<file path="src/rtl/mem_arb_pkg.sv">
// Shared types and constants for the main-memory arbiter.
package mem_arb_pkg;

  // Wait counter width: covers LATENCY-1 for LATENCY up to 15.
  localparam int unsigned MEM_ARB_LAT_W = 4;

  typedef enum logic [1:0] {
    StIdle,
    StIssue,
    StWait,
    StDone
  } arb_state_e;

  typedef enum logic {
    OwnIc,
    OwnDc
  } arb_owner_e;

endpackage

</file>
<file path="src/rtl/mem_arb_pick.sv">
// Winner selection between I-cache and D-cache requests.
// With MEM_ARB_STARVE_GUARD_EN defined, a saturating streak counter of contested
// D-cache wins forces the I-cache through once it reaches MAX_DC_STREAK.
module mem_arb_pick
  import mem_arb_pkg::*;
`ifdef MEM_ARB_STARVE_GUARD_EN
#(
  parameter int unsigned MAX_DC_STREAK = 3
)
`endif
(
`ifdef MEM_ARB_STARVE_GUARD_EN
  input  logic       clk,
  input  logic       rst_n,
  input  logic       i_arb,
`endif
  input  logic       i_ic_req,
  input  logic       i_dc_req,
  output arb_owner_e o_owner
);

`ifdef MEM_ARB_STARVE_GUARD_EN
  localparam int unsigned STREAK_W = $clog2(MAX_DC_STREAK + 1);
  localparam logic [STREAK_W-1:0] STREAK_MAX = STREAK_W'(MAX_DC_STREAK);

  logic [STREAK_W-1:0] r_streak;
  logic                w_force_ic;

  assign w_force_ic = i_ic_req && (r_streak == STREAK_MAX);

  // D-cache wins unless only I-cache asks or the I-cache has been starved long enough.
  always_comb begin
    o_owner = (i_dc_req && !w_force_ic) ? OwnDc : OwnIc;
  end

  // Count D wins taken while the I-cache was waiting; any I win or idle I-cache clears it.
  always_ff @(posedge clk or negedge rst_n) begin
    if (!rst_n) begin
      r_streak <= '0;
    end else if (i_arb) begin
      if (o_owner == OwnIc || !i_ic_req) begin
        r_streak <= '0;
      end else if (r_streak != STREAK_MAX) begin
        r_streak <= r_streak + 1'b1;
      end
    end
  end
`else
  // Strict D-cache priority.
  always_comb begin
    o_owner = i_dc_req ? OwnDc : OwnIc;
  end
`endif

endmodule

</file>
<file path="src/rtl/mem_arbiter.sv">
// Single-outstanding arbiter between I-cache and D-cache traffic for the banked
// main memory. Sequences issue/stall/latency and returns data to the winner.
// Optional I-cache starvation guard: define MEM_ARB_STARVE_GUARD_EN.
module mem_arbiter
  import mem_arb_pkg::*;
#(
  parameter int unsigned ADDR_W        = 16,
  parameter int unsigned DATA_W        = 16,
  parameter int unsigned LATENCY       = 4,
  parameter int unsigned MAX_DC_STREAK = 3
) (
  input  logic              clk,
  input  logic              rst_n,
  input  logic              ic_req,
  input  logic [ADDR_W-1:0] ic_addr,
  output logic              ic_grant,
  output logic              ic_done,
  output logic [DATA_W-1:0] ic_rdata,
  input  logic              dc_req,
  input  logic              dc_wr,
  input  logic [ADDR_W-1:0] dc_addr,
  input  logic [DATA_W-1:0] dc_wdata,
  output logic              dc_grant,
  output logic              dc_done,
  output logic [DATA_W-1:0] dc_rdata,
  output logic              mem_en,
  output logic              mem_wr,
  output logic [ADDR_W-1:0] mem_addr,
  output logic [DATA_W-1:0] mem_wdata,
  input  logic              mem_stall,
  input  logic [DATA_W-1:0] mem_rdata
);

  localparam logic [MEM_ARB_LAT_W-1:0] LAT_LOAD = MEM_ARB_LAT_W'(LATENCY - 1);

  arb_state_e               r_state;
  arb_owner_e               r_owner;
  logic [MEM_ARB_LAT_W-1:0] r_cnt;
  logic                     r_ic_grant, r_dc_grant, r_ic_done, r_dc_done;
  logic                     r_mem_en, r_mem_wr;
  logic [ADDR_W-1:0]        r_mem_addr;
  logic [DATA_W-1:0]        r_mem_wdata, r_ic_rdata, r_dc_rdata;

  arb_owner_e               w_owner;
  logic                     w_arb;
  logic                     w_pick_dc;

  assign w_arb     = (r_state == StIdle) && (ic_req || dc_req);
  assign w_pick_dc = (w_owner == OwnDc);

`ifdef MEM_ARB_STARVE_GUARD_EN
  mem_arb_pick #(
    .MAX_DC_STREAK(MAX_DC_STREAK)
  ) u_pick (
    .clk      (clk),
    .rst_n    (rst_n),
    .i_arb    (w_arb),
    .i_ic_req (ic_req),
    .i_dc_req (dc_req),
    .o_owner  (w_owner)
  );
`else
  mem_arb_pick u_pick (
    .i_ic_req (ic_req),
    .i_dc_req (dc_req),
    .o_owner  (w_owner)
  );
`endif

  // Transaction FSM; every output is a register so nothing combinational reaches the ports.
  always_ff @(posedge clk or negedge rst_n) begin
    if (!rst_n) begin
      r_state     <= StIdle;
      r_owner     <= OwnIc;
      r_cnt       <= '0;
      r_ic_grant  <= 1'b0;
      r_dc_grant  <= 1'b0;
      r_ic_done   <= 1'b0;
      r_dc_done   <= 1'b0;
      r_mem_en    <= 1'b0;
      r_mem_wr    <= 1'b0;
      r_mem_addr  <= '0;
      r_mem_wdata <= '0;
      r_ic_rdata  <= '0;
      r_dc_rdata  <= '0;
    end else begin
      // Grant and done are single-cycle pulses.
      r_ic_grant <= 1'b0;
      r_dc_grant <= 1'b0;
      r_ic_done  <= 1'b0;
      r_dc_done  <= 1'b0;
      case (r_state)
        StIdle: begin
          if (w_arb) begin
            r_state     <= StIssue;
            r_owner     <= w_owner;
            r_mem_en    <= 1'b1;
            r_mem_wr    <= w_pick_dc & dc_wr;
            r_mem_addr  <= w_pick_dc ? dc_addr : ic_addr;
            r_mem_wdata <= w_pick_dc ? dc_wdata : '0;
            r_ic_grant  <= !w_pick_dc;
            r_dc_grant  <= w_pick_dc;
          end
        end
        StIssue: begin
          // Command stays on the bus unchanged while the bank is busy.
          if (!mem_stall) begin
            r_state  <= StWait;
            r_cnt    <= LAT_LOAD;
            r_mem_en <= 1'b0;
            r_mem_wr <= 1'b0;
          end
        end
        StWait: begin
          if (r_cnt == '0) begin
            r_state <= StDone;
            if (r_owner == OwnDc) begin
              r_dc_rdata <= mem_rdata;
              r_dc_done  <= 1'b1;
            end else begin
              r_ic_rdata <= mem_rdata;
              r_ic_done  <= 1'b1;
            end
          end else begin
            r_cnt <= r_cnt - 1'b1;
          end
        end
        StDone: begin
          r_state <= StIdle;
        end
        default: begin
          r_state <= StIdle;
        end
      endcase
    end
  end

  assign ic_grant  = r_ic_grant;
  assign dc_grant  = r_dc_grant;
  assign ic_done   = r_ic_done;
  assign dc_done   = r_dc_done;
  assign ic_rdata  = r_ic_rdata;
  assign dc_rdata  = r_dc_rdata;
  assign mem_en    = r_mem_en;
  assign mem_wr    = r_mem_wr;
  assign mem_addr  = r_mem_addr;
  assign mem_wdata = r_mem_wdata;

endmodule

</file>
<file path="config.mk">
export PLATFORM = sky130hd
export DESIGN_NAME = mem_arbiter
export DESIGN_NICKNAME = d
export VERILOG_FILES = /design/src/rtl/mem_arb_pkg.sv /design/src/rtl/mem_arb_pick.sv /design/src/rtl/mem_arbiter.sv
export SDC_FILE = /design/constraint.sdc
export NUM_CORES = 1
export LEC_CHECK = 0
export BUFFER_PORTS_ARGS = -buffer_cell sky130_fd_sc_hd__buf_2
export CORE_MARGIN = 2
export CORE_UTILIZATION = 40
export DETAILED_ROUTE_END_ITERATION = 8
export PLACE_DENSITY = 0.69
export SLEW_MARGIN = 0
export SYNTH_ARGS = -nofsm -noshare
export SYNTH_HDL_FRONTEND = slang
export SYNTH_HIERARCHICAL = 1
export SYNTH_SLANG_ARGS = --single-unit
</file>
<file path="constraint.sdc">
create_clock -name clk -period 4.75 [get_ports clk]
set_input_delay 0.2375 -clock clk [delete_from_list [all_inputs] [get_ports clk]]
set_output_delay 0.2375 -clock clk [all_outputs]
set_load 0.02 [all_outputs]
</file>
==> metrics.txt <==
post-synthesis simple-gate area fraction=0.05702; RSZ-0062 raised after global routing=no; Core Area=7727 sq um; CTS H-Tree Depth=3; DIE WIDTH=93.19 um; post-route cell area=4141 sq um; largest net degree at the start of global routing=78; first-pass GRT wire length=10.49 mm; 1st-iter DRT viols=57; Final Setup Violations=0; Root Buffer=clkbuf_8; row cnt=32; sequential cell fraction of total power=0.392; Mapped Nets=308; DR pass1 iterations=4; sw frac=0.3911; Total Power=2784 uW; clock skew=0.01103 ns; final WL=6.702 mm; GP Congestion=0.7119; main combinational cell family by area after synthesis=multiplexers; nets=444; final cell count without fillers=476; Worst Path Max Fanout=17; Post-Synth Adder-Cell Area=0.01966; Met3 Routed Length=303 um; required time of the critical path=4.97 ns; Post-CTS Setup Inserts=0; die area=8684 sq um; area of the multi-input gates=1166 sq um; worst hold-check path type=in2async; Worst-path clk slew=0.08 ns; count of cell types in the netlist=36; DRC=0; DR WL/cell=14.08 um; layout cells sized above 1=0.5134; met2 WL=3.406 mm; TritonCTS clock tree=done; Final min period=2.429 ns; Initial Util=0.4118; Post-CTS Resized=0; Final Hold Fails=0; Max Slew Vio Count=0; Final period util=0.5115; # port buffers=139; clk sinks=77; critical path endpoint category=flop; Antenna Nets Post-Route=0; Die Span Y=93.19 um; # fillers=663; post-synthesis compound-gate area fraction=0.1050; hold buffer count at CTS=0; Comb power frac=0.432; asr flop ratio synth=1.000; run status=completed; Ys Warns=6; commonest non-fill, non-tap cell in the layout=buf_2; worst-margin pin slew=1.116 ns; Clock Latency Late Sink=0.34 ns; I/O pin count=140; Inserted Diodes=0; Top Metal Used=met4; Avg Cell Area, Syn=13.66 sq um; Fin Setup TNS=0 ns; startpoint types=flop; Synth Instances=233; crit path DAT=2.65 ns; sequential share of the synthesized area=0.6056; fraction of synthesized cell area in xor and xnor cells=0; f_max=411.6 MHz; via/cell ratio=4.790; critical path type=reg2reg; post-detail-place hpwl=4.910 mm; antenna violations before repair=0; P_leak=0.002217 uW; routed via count=2,280; Area Overhead vs Synth=30.16%; WL met1=2.778 mm; FF/Latch Area=1927 sq um; Cell Area, Synth=3182 sq um; final global-route overflow total=0; DP Area=3941 sq um; NetSw=1089 uW; reg2reg path depth=5; commonest non-fill, non-tap cells in the layout=buf_2, dfrtp_1, mux2_2, o21ai_0, nand2_1; Max Cap Viol=0; gr usage total=0.1546; Clk network pwr share=0.176; CTS Buf Count=9; slew margin rel.=0.2529; Synth Flop Type=dfrtp_1; vias in the first global route=2,244; Post-synth EDFFs=0; cell area power density=672.2 nW/um^2; VDD IR-drop max=0.1920 mV; post-synthesis mux area share=0.1813; clk buf depth=2; placed insts=460; Synth Register Bits=77; Int Power=1695 uW
[worst paths after layout]
check / start / slack, ns / to
setup reg to reg: r_cnt[0] / 2.32 / ic_rdata[6]
hold / removal: rst_n / 0.04 / mem_wdata[15]
min in group clk: dc_wdata[13] / 0.11 / mem_wdata[13]
max in group asynchronous: rst_n / 4.10 / dc_rdata[9]
hold reg to reg: mem_addr[2] / 0.48 / mem_addr[2]
setup / recovery: r_cnt[0] / 2.32 / ic_rdata[6]
[registers in the layout, summed over array words and instances, names as in the netlist]
register   count
dc_done        1
dc_grant       1
dc_rdata      16
ic_done        1
ic_grant       1
ic_rdata      16
mem_addr      16
mem_en         1
mem_wdata     16
mem_wr         1
r_cnt          4
r_owner        1
r_state        2
[per-layer routing]
| layer | vias to the layer above | GRT usage |
|---|---|---|
| met5 | - | 0 |
| met4 | 0 | 0.08946 |
| met3 | 18 | 0.02981 |
| met2 | 67 | 0.2585 |
| met1 | 1099 | 0.1866 |
| li1 | 1096 | - |
[cell usage after synthesis, drive strengths merged (2+ instances only)]
cell type / number / area share
dfrtp: 77 / 0.61
mux2: 34 / 0.13
o21ai: 18 / 0.028
nand2: 17 / 0.020
a22o: 16 / 0.044
mux2i: 16 / 0.050
buf: 7 / 0.016
clkbuf: 7 / 0.0083
inv: 6 / 0.0071
ha: 5 / 0.020
nor2: 4 / 0.0047
a21o: 3 / 0.0071
a21oi: 2 / 0.0031
nand3: 2 / 0.0031
nand3b: 2 / 0.0047
nor2b: 2 / 0.0039
nor3b: 2 / 0.0083
[cell families (layout without fill, tap and decap cells)]
family	after synthesis	after routing
DFF	77	77
AOI/OAI and AO/OA	47	47
and+or+nand+nor	34	34
adders and majority gates	5	5
buffers and inverters	20	161
muxes	50	50
[worst max-delay path, cell delays in order (launching register included)]
cell and delay [ns]:
dfrtp_1 0.38, inv_1 0.08, ha_1 0.19, or3b_4 0.42, nor3b_4 0.83, mux2_2 0.42
[through the flow]
step / utilization / worst slack [ns] / hold slack (ns)
floorplan: - / 2.779 / -0.05809
global placement: 0.5100 / 2.403 / 0.4407
detailed placement: 0.5100 / 2.302 / 0.4421
CTS: 0.5359 / 2.301 / 0.06649
global route: 0.5359 / 2.173 / 0.1009
finish: 0.5359 / 2.321 / 0.03749
[power by group through the flow]
stage | clock [uW] | combinational [uW] | sequential [uW]
2_1_floorplan | 0 | 472 | 1430
3_3_place_gp | 0 | 1200 | 1090
3_5_place_dp | 0 | 1220 | 1100
4_1_cts | 504 | 1220 | 1090
5_1_grt | 531 | 1300 | 1130
6_report | 490 | 1200 | 1090
[area by class of cell]
cell class / instances / area share
Sequential cell: 77 / 0.4653
Clock buffer: 11 / 0.03414
Tap cell: 102 / 0.03082
Timing Repair Buffer: 139 / 0.1686
Inverter: 6 / 0.005438
Clock inverter: 5 / 0.01420
Multi-Input combinational cell: 136 / 0.2816
Power figures use the tool's default switching activity.
